`src/rtl/mem_port_arbiter.sv`:
```
`default_nettype none
// +------------------------------------------------------------------------+
// | mem_port_arbiter: two-port arbiter in front of a single-port 256x16 RAM |
// | Rev 1.0 - initial release                                               |
// +------------------------------------------------------------------------+
module mem_port_arbiter #(
  parameter int AW       = 9,
  parameter int DW       = 16,
  parameter int FIX_PRIO = 0
) (
  input  logic          clk,
  input  logic          reset,
  input  logic          req0,
  input  logic          we0,
  input  logic [AW-1:0] addr0,
  input  logic [DW-1:0] wdata0,
  output logic          ack0,
  input  logic          req1,
  input  logic          we1,
  input  logic [AW-1:0] addr1,
  input  logic [DW-1:0] wdata1,
  output logic          ack1,
  output logic [DW-1:0] rdata,
  output logic [1:0]    mem_cmd,
  output logic [AW-1:0] mem_addr,
  output logic [DW-1:0] write_data,
  input  logic [DW-1:0] read_data,
  output logic          busy,
  output logic          owner
);

  typedef enum logic [2:0] {
    S_IDLE   = 3'd0,
    S_WR     = 3'd1,
    S_RD_A   = 3'd2,
    S_RD_D   = 3'd3,
    S_RD_ACK = 3'd4
  } state_t;

  localparam logic [1:0] CMD_NONE  = 2'b00;
  localparam logic [1:0] CMD_WRITE = 2'b01;
  localparam logic [1:0] CMD_READ  = 2'b10;

  state_t        state_q, state_d;
  logic          owner_q, owner_d;
  logic          we_q, we_d;
  logic          last_gnt_q, last_gnt_d;
  logic [AW-1:0] addr_q, addr_d;
  logic [DW-1:0] wdata_q, wdata_d;
  logic [DW-1:0] rdata_q, rdata_d;
  logic [1:0]    mem_cmd_q, mem_cmd_d;
  logic          ack0_q, ack0_d;
  logic          ack1_q, ack1_d;
  logic          busy_q, busy_d;
  logic          grant;

  always_comb begin
    state_d    = state_q;
    owner_d    = owner_q;
    we_d       = we_q;
    addr_d     = addr_q;
    wdata_d    = wdata_q;
    last_gnt_d = last_gnt_q;
    rdata_d    = rdata_q;

    // On a tie, round-robin favours the port that did not win last time.
    if (req0 && req1) grant = (FIX_PRIO != 0) ? 1'b0 : ~last_gnt_q;
    else              grant = req1;

    case (state_q)
      S_IDLE: begin
        if (req0 || req1) begin
          owner_d    = grant;
          last_gnt_d = grant;
          we_d       = grant ? we1    : we0;
          addr_d     = grant ? addr1  : addr0;
          wdata_d    = grant ? wdata1 : wdata0;
          state_d    = we_d ? S_WR : S_RD_A;
        end
      end
      S_WR:   state_d = S_IDLE;
      S_RD_A: state_d = S_RD_D;
      S_RD_D: begin
        rdata_d = addr_q[AW-1] ? '0 : read_data;
        state_d = S_RD_ACK;
      end
      S_RD_ACK: state_d = S_IDLE;
      default:  state_d = S_IDLE;
    endcase

    // Outputs are decoded from the next state so they come straight off flops.
    mem_cmd_d = CMD_NONE;
    case (state_d)
      S_WR:           if (!addr_d[AW-1]) mem_cmd_d = CMD_WRITE;
      S_RD_A, S_RD_D: if (!addr_d[AW-1]) mem_cmd_d = CMD_READ;
      default:        mem_cmd_d = CMD_NONE;
    endcase
    ack0_d = ((state_d == S_WR) || (state_d == S_RD_ACK)) && !owner_d;
    ack1_d = ((state_d == S_WR) || (state_d == S_RD_ACK)) &&  owner_d;
    busy_d = (state_d != S_IDLE);
  end

  always_ff @(posedge clk or negedge reset) begin
    if (!reset) begin
      state_q    <= S_IDLE;
      owner_q    <= 1'b0;
      we_q       <= 1'b0;
      last_gnt_q <= 1'b1;
      addr_q     <= '0;
      wdata_q    <= '0;
      rdata_q    <= '0;
      mem_cmd_q  <= CMD_NONE;
      ack0_q     <= 1'b0;
      ack1_q     <= 1'b0;
      busy_q     <= 1'b0;
    end else begin
      state_q    <= state_d;
      owner_q    <= owner_d;
      we_q       <= we_d;
      last_gnt_q <= last_gnt_d;
      addr_q     <= addr_d;
      wdata_q    <= wdata_d;
      rdata_q    <= rdata_d;
      mem_cmd_q  <= mem_cmd_d;
      ack0_q     <= ack0_d;
      ack1_q     <= ack1_d;
      busy_q     <= busy_d;
    end
  end

  assign ack0       = ack0_q;
  assign ack1       = ack1_q;
  assign rdata      = rdata_q;
  assign mem_cmd    = mem_cmd_q;
  assign mem_addr   = addr_q;
  assign write_data = wdata_q;
  assign busy       = busy_q;
  assign owner      = owner_q;

endmodule
`default_nettype wire

```
`config.mk`:
```
export PLATFORM = sky130hd
export DESIGN_NAME = mem_port_arbiter
export DESIGN_NICKNAME = d
export VERILOG_FILES = /design/src/rtl/mem_port_arbiter.sv
export SDC_FILE = /design/constraint.sdc
export NUM_CORES = 1
export LEC_CHECK = 0
export ABC_AREA = 0
export ABC_CLOCK_PERIOD_IN_PS = 1650
export CORE_MARGIN = 3
export CORE_UTILIZATION = 36
export CTS_CLUSTER_DIAMETER = 200
export DETAILED_ROUTE_END_ITERATION = 10
export GPL_ROUTABILITY_DRIVEN = 1
export MAX_ROUTING_LAYER = met4
export PLACE_DENSITY = 0.77
export SYNTH_ARGS = -nofsm -noshare
export SYNTH_HDL_FRONTEND = slang
export SYNTH_SLANG_ARGS = --single-unit
```
`constraint.sdc`:
```
create_clock -name clk -period 1.65 [get_ports clk]
set_clock_uncertainty 0.15 [all_clocks]
set_input_delay 0.4125 -clock clk [delete_from_list [all_inputs] [get_ports clk]]
set_output_delay 0.4125 -clock clk [all_outputs]
set_load 0.05 [all_outputs]
```
; ---- Word-level counts from Yosys, hierarchy flattened
; Index checks and enable logic that the tools add are counted.
[op_classes]
n_eq_ne = 6
reduce_logical = 10
n_mux = 15
bitwise = 1
[op_table]
columns = operator, count
row1 = 16-bit two-way mux, 2
row2 = 9-bit two-way mux, 3
row3 = "3-bit by 2-bit equality test with 1-bit output, second input constant", 4
row4 = 3-bit case mux with 3 select lines, 1
row5 = 1-bit two-way mux, 5
row6 = 2-bit two-way mux, 2
row7 = 2-bit case mux with 2 select lines, 1
row8 = "3-bit by 1-bit equality test with 1-bit output, second input constant", 1
row9 = "3-bit equality test, second input constant", 1
row10 = 1-bit logical AND, 3
row11 = 3-bit logical NOT, 1
row12 = 3-bit two-way mux, 1
row13 = 3-bit nonzero test, 1
row14 = 1-bit logical OR, 2
row15 = 2-bit AND reduction, 1
row16 = 2-bit OR reduction, 1
row17 = 1-bit logical NOT, 1
row18 = 1-bit inverter, 1
[word_totals]
wordCells = 43
regBits = 51
in_bits = 72

; ---- Longest topological paths before layout
[logic_depth]
ltp_word = 9
mapped_depth = 6
mapped_depth_nobuf = 4

; ---- Worst setup path after synthesis
; Ideal clock, no wire load.
[synth_path]
kind = register to register
start = register state_q[0]
end = register mem_cmd_q[0], in the netlist mem_cmd[0]
arrival_time_ps = 1353
setup_slack_ps = 12
synth_period_minus_slack_ps = 1638
setup_ps = 135
required_time_ps = 1365
n_path_buf = 1
path_stages_with_launch = 6
path_cell_list = dfrtp_1 buf_6 or3_4 o21ba_2 a22oi_2 nor4_2
[synth_via]
elab_chain_cells = 5
word_cells_on_any_way = 12
cone_classes = 5 x eq/ne / 5 x mux / 2 x reduce/logical
[synth_lines]
columns = item, line_no
row1 = from (decl), 44  ; state_t state_q, state_d;
row2 = from (signal assigned), 117  ; state_q <= state_d;
row3 = "3-bit by 2-bit equality test with 1-bit output, or another cell as far along", 70  ; case (state_q)
row4 = 3-bit case mux with 3 select lines, 70
row5 = 3-bit by 2-bit equality test with 1-bit output, 93  ; case (state_d)
row6 = 2-bit OR reduction, 93
row7 = 2-bit case mux with 2 select lines (*), 93
row8 = named net mem_cmd_d[0], 51  ; logic [1:0] mem_cmd_q, mem_cmd_d;
row9 = to (signal assigned), 124  ; mem_cmd_q <= mem_cmd_d;
row10 = to (decl), 51
; The timed path passes the listed nets; every way through them passes the cells marked *.
; A chain may end at the register's enable or synchronous reset.

; ---- Final worst setup path
[layout_path]
start = register state_q[1]
end = register addr_q[3], in the netlist mem_addr[3]
[layout_via]
elab_chain_cells = 2
[layout_lines]
columns = item, line_no
row1 = 3-bit logical NOT, 70
row2 = 2-bit AND reduction (no line), n/a
row3 = to (signal assigned), 121  ; addr_q <= addr_d;
row4 = to (decl), 48  ; logic [AW-1:0] addr_q, addr_d;
; Every way passes these cells.

==> flow_summary_export.csv <==
group,metric,value,unit
setup_path,crit_buf_inv,2,
logic_synthesis,synth_area_leaders,"dfrtp_1 (55%), mux2i_1 (11%), a21oi_1 (5.7%)",
floorplanning,core_area,6061,um2
timing,whs,0.2903,ns
global_routing,use_met3,0.03170,
logic_synthesis,syn_area,2293,um2
timing,rsz0062_at_grt,"true",
detailed_routing,wl_per_cell,15.88,um
detailed_routing,vias_per_cell,4.861,
floorplanning,die_x,85.82,um
pwr,peakVddDrop,0.001271,V
clock_tree,clock_latency,0.30,ns
setup_path,rrSetupSlack,0.01,ns
placed_design,port_buffers,118,
setup_path,endpoint_kind,"register",
setup_path,start_kind,"register",
timing,fmax,610.4,MHz
setup_path,r2r-start,"state_q[1]",
logic_synthesis,yosys.area.top_type,"dfrtp_1",
logic_synthesis,ys_warn_count,0,
logic_synthesis,synth_edf_count,0,
global_routing,met1_usage,0.2135,
placed_design,place.gp.congestion,0.7766,
timing,max_slew_margin,0.7632,
logic_synthesis,synth_cell_types,29,
logic_synthesis,synth_top_area_share,0.5456,
setup_path,critPathKind,"register to register",
logic_synthesis,synthMuxAreaShare,0.1091,
clock_tree,path_clk_slew,0.09,ns
setup_path,cp.arrival,1.67,ns
logic_synthesis,syn_inst,217,
placed_design,placed_area,4110,um2
detailed_routing,routed_wl,6843,um
global_routing,grt_max_degree,50,
logic_synthesis,ys_seq_area_frac,0.5570,
setup_path,cp_max_fo,24,
logic_synthesis,synth_common_cells,"dfrtp_1 (50), nor2_1 (28), a21oi_1 (26), mux2i_1 (25)",
setup_path,slowest_stage,"or3_4",
logic_synthesis,synth.most_common_cell,"dfrtp_1",
setup_path,cp_top_family,"simple AND/OR/NAND/NOR gates",
logic_synthesis,synth_xor_area_frac,0,
clock_tree,ctsLongestPathBuffers,2,
pwr,p_leak,1.917,nW
setup_path,rr_worst_depth,5,
clock_tree,numCtsBuffers,5,
logic_synthesis,synth_fa_ha_area_frac,0,
clock_tree,htree_levels,2,
logic_synthesis,synth_compound_area_frac,0.1342,
status,status,"finished, final reports clean",
layout,diodes,0,
timing,tns,0,ns
setup_path,cpPeakStageDelay,0.41,ns
global_routing,grt_pass1_vias,2083,
logic_synthesis,synth_nets,289,
min_path,hold_class,"primary input to async pin",
global_routing,use_met2,0.3220,
global_routing,overflow,0,
global_routing,grt_util_all_layers,0.1848,
detailed_routing,vias,2095,
timing,tightestPinTransition,0.3552,ns
logic_synthesis,avgSynthCellArea,10.57,um2
clock_tree,cts.sinks,51,
pwr,total_power,9.408,mW
setup_path,crit_required,1.68,ns
layout,drive_gt1_frac,0.2865,
global_routing,grt_pass1_wl,10340,um
detailed_routing,first_iter_violations,59,
pwr,powerDensity,2134,nW/um2
clock_tree,cts-root-buf,"clkbuf_8",
setup_path,path_cells,"or3_4, nor2_4, buf_12, clkbuf_16, a21oi_1",
floorplanning,initial_core_util,0.3784,
detailed_routing,dr.pass1.iters,3,
clock_tree,cts_tree,"built",
layout,area_growth,92.25,%
floorplanning,dieArea,7364,um2
logic_synthesis,synth_top_family_by_area,"simple AND/OR/NAND/NOR gates",
job,drv_cap,0,
timing,final-hold-violation-count,0,
floorplanning,rows,28,
layout,nNetsFinal,427,
floorplanning,io_pins,119,
layout,final_area,4409,um2
logic_synthesis,synth-simple-area-share,0.1598,
logic_synthesis,ys.flop_type,"dfrtp_1",
placed_design,dp_cells,414,
detailed_routing,drc,0,
logic_synthesis,synth-async-reset-ratio,1.000,
layout,fin_cells,431,
timing,slew_viol_final,0,
layout,fillers,435,
global_routing,antenna_found_initial,0,
placed_design,post-dp-hpwl,4908,um
timing,fin_crit,1.638,ns
floorplanning,die_h,85.82,um
timing,setup_violations,0,
timing,finalCritPeriodShare,0.9929,
logic_synthesis,synth-seq-cells,51,
setup_path,regToRegEndpoint,"mem_addr[3]",
detailed_routing,drtAntennaViolNets,0,
global_routing,grt_busiest_layer,"met2",
==> power by group <==
part / internal (mW) / switching [mW] / leakage [nW] / total [mW]
Sequential: 1.82 / 0.581 / 0.613 / 2.40
Clock: 0.339 / 0.396 / 0.0482 / 0.735
Combinational: 3.08 / 3.19 / 1.26 / 6.27
==> layer usage <==
| layer | vias to the layer above | wire, um |
|---|---|---|
| li1 | 1016 | - |
| met1 | 1011 | 2623 |
| met2 | 54 | 3779 |
| met3 | 14 | 273 |
| met4 | 0 | 166 |
| met5 | - | 0 |
==> cell usage in the layout (no fill, tap or decap), types with 2 or more instances in the layout <==
cell type,n
clkbuf_16,2
nand2b_1,17
mux2i_1,24
buf_12,50
buf_6,2
o21ai_0,16
a22o_1,2
a21oi_1,22
nor3_2,2
a21oi_2,4
nor2_2,2
clkbuf_8,6
buf_4,17
clkdlybuf4s50_1,68
a211oi_2,2
dfrtp_1,50
o21ba_2,2
nor2b_1,3
nand2_1,16
nor2_1,26
==> worst max path at each step <==
stage                     from       endpoint  slack, ns  depth (start not counted)
floorplan           state_q[0]     mem_cmd[0]       0.01                          5
global placement          req0  write_data[7]      -0.40                          5
detailed placement        req0     mem_cmd[0]      -0.49                          5
CTS                 last_gnt_q     mem_cmd[1]      0.007                          5
global route        state_q[1]    mem_addr[6]      -0.04                          6
finish              state_q[1]    mem_addr[3]       0.01                          5
==> kinds of logic after synthesis <==
logic type	after synthesis
muxes	25
AOI/OAI and AO/OA	53
DFF	51
and+or+nand+nor	74
buffers and inverters	14
==> registers in the layout (all words and copies together) (netlist names) <==
register and count:
last_gnt_q 1, mem_cmd 2, state_q 3, write_data 16
mem_addr 9, rdata 16, ack1 1, busy 1
owner 1, ack0 1
==> area by class of cell <==
type	instances	area, um2	area share
Tap cell	75	93.84	0.02128
Timing Repair Buffer	144	1938	0.4396
Clock inverter	1	5.005	0.001135
Inverter	1	3.754	0.0008513
Sequential cell	51	1277	0.2897
Multi-Input combinational cell	152	1005	0.2279
Clock buffer	7	86.33	0.01958
==> through the flow <==
stage               utilization  setup WS [ns]
floorplan                     -        0.01249
global placement         0.6782        -0.3998
detailed placement       0.6782        -0.4871
CTS                      0.7019       0.006892
global route             0.7275       -0.04351
finish                   0.7275        0.01164
==> what timing repair did <==
item,in CTS,in global routing
buffers inserted,1,4
hold endpoints to repair,29,0
resized for setup,6,17
gates cloned,1,2
pin swaps,3,7
hold buffers,1,0
setup endpoints to repair,30,30
No activity file was read; power rests on OpenSTA's default activity.
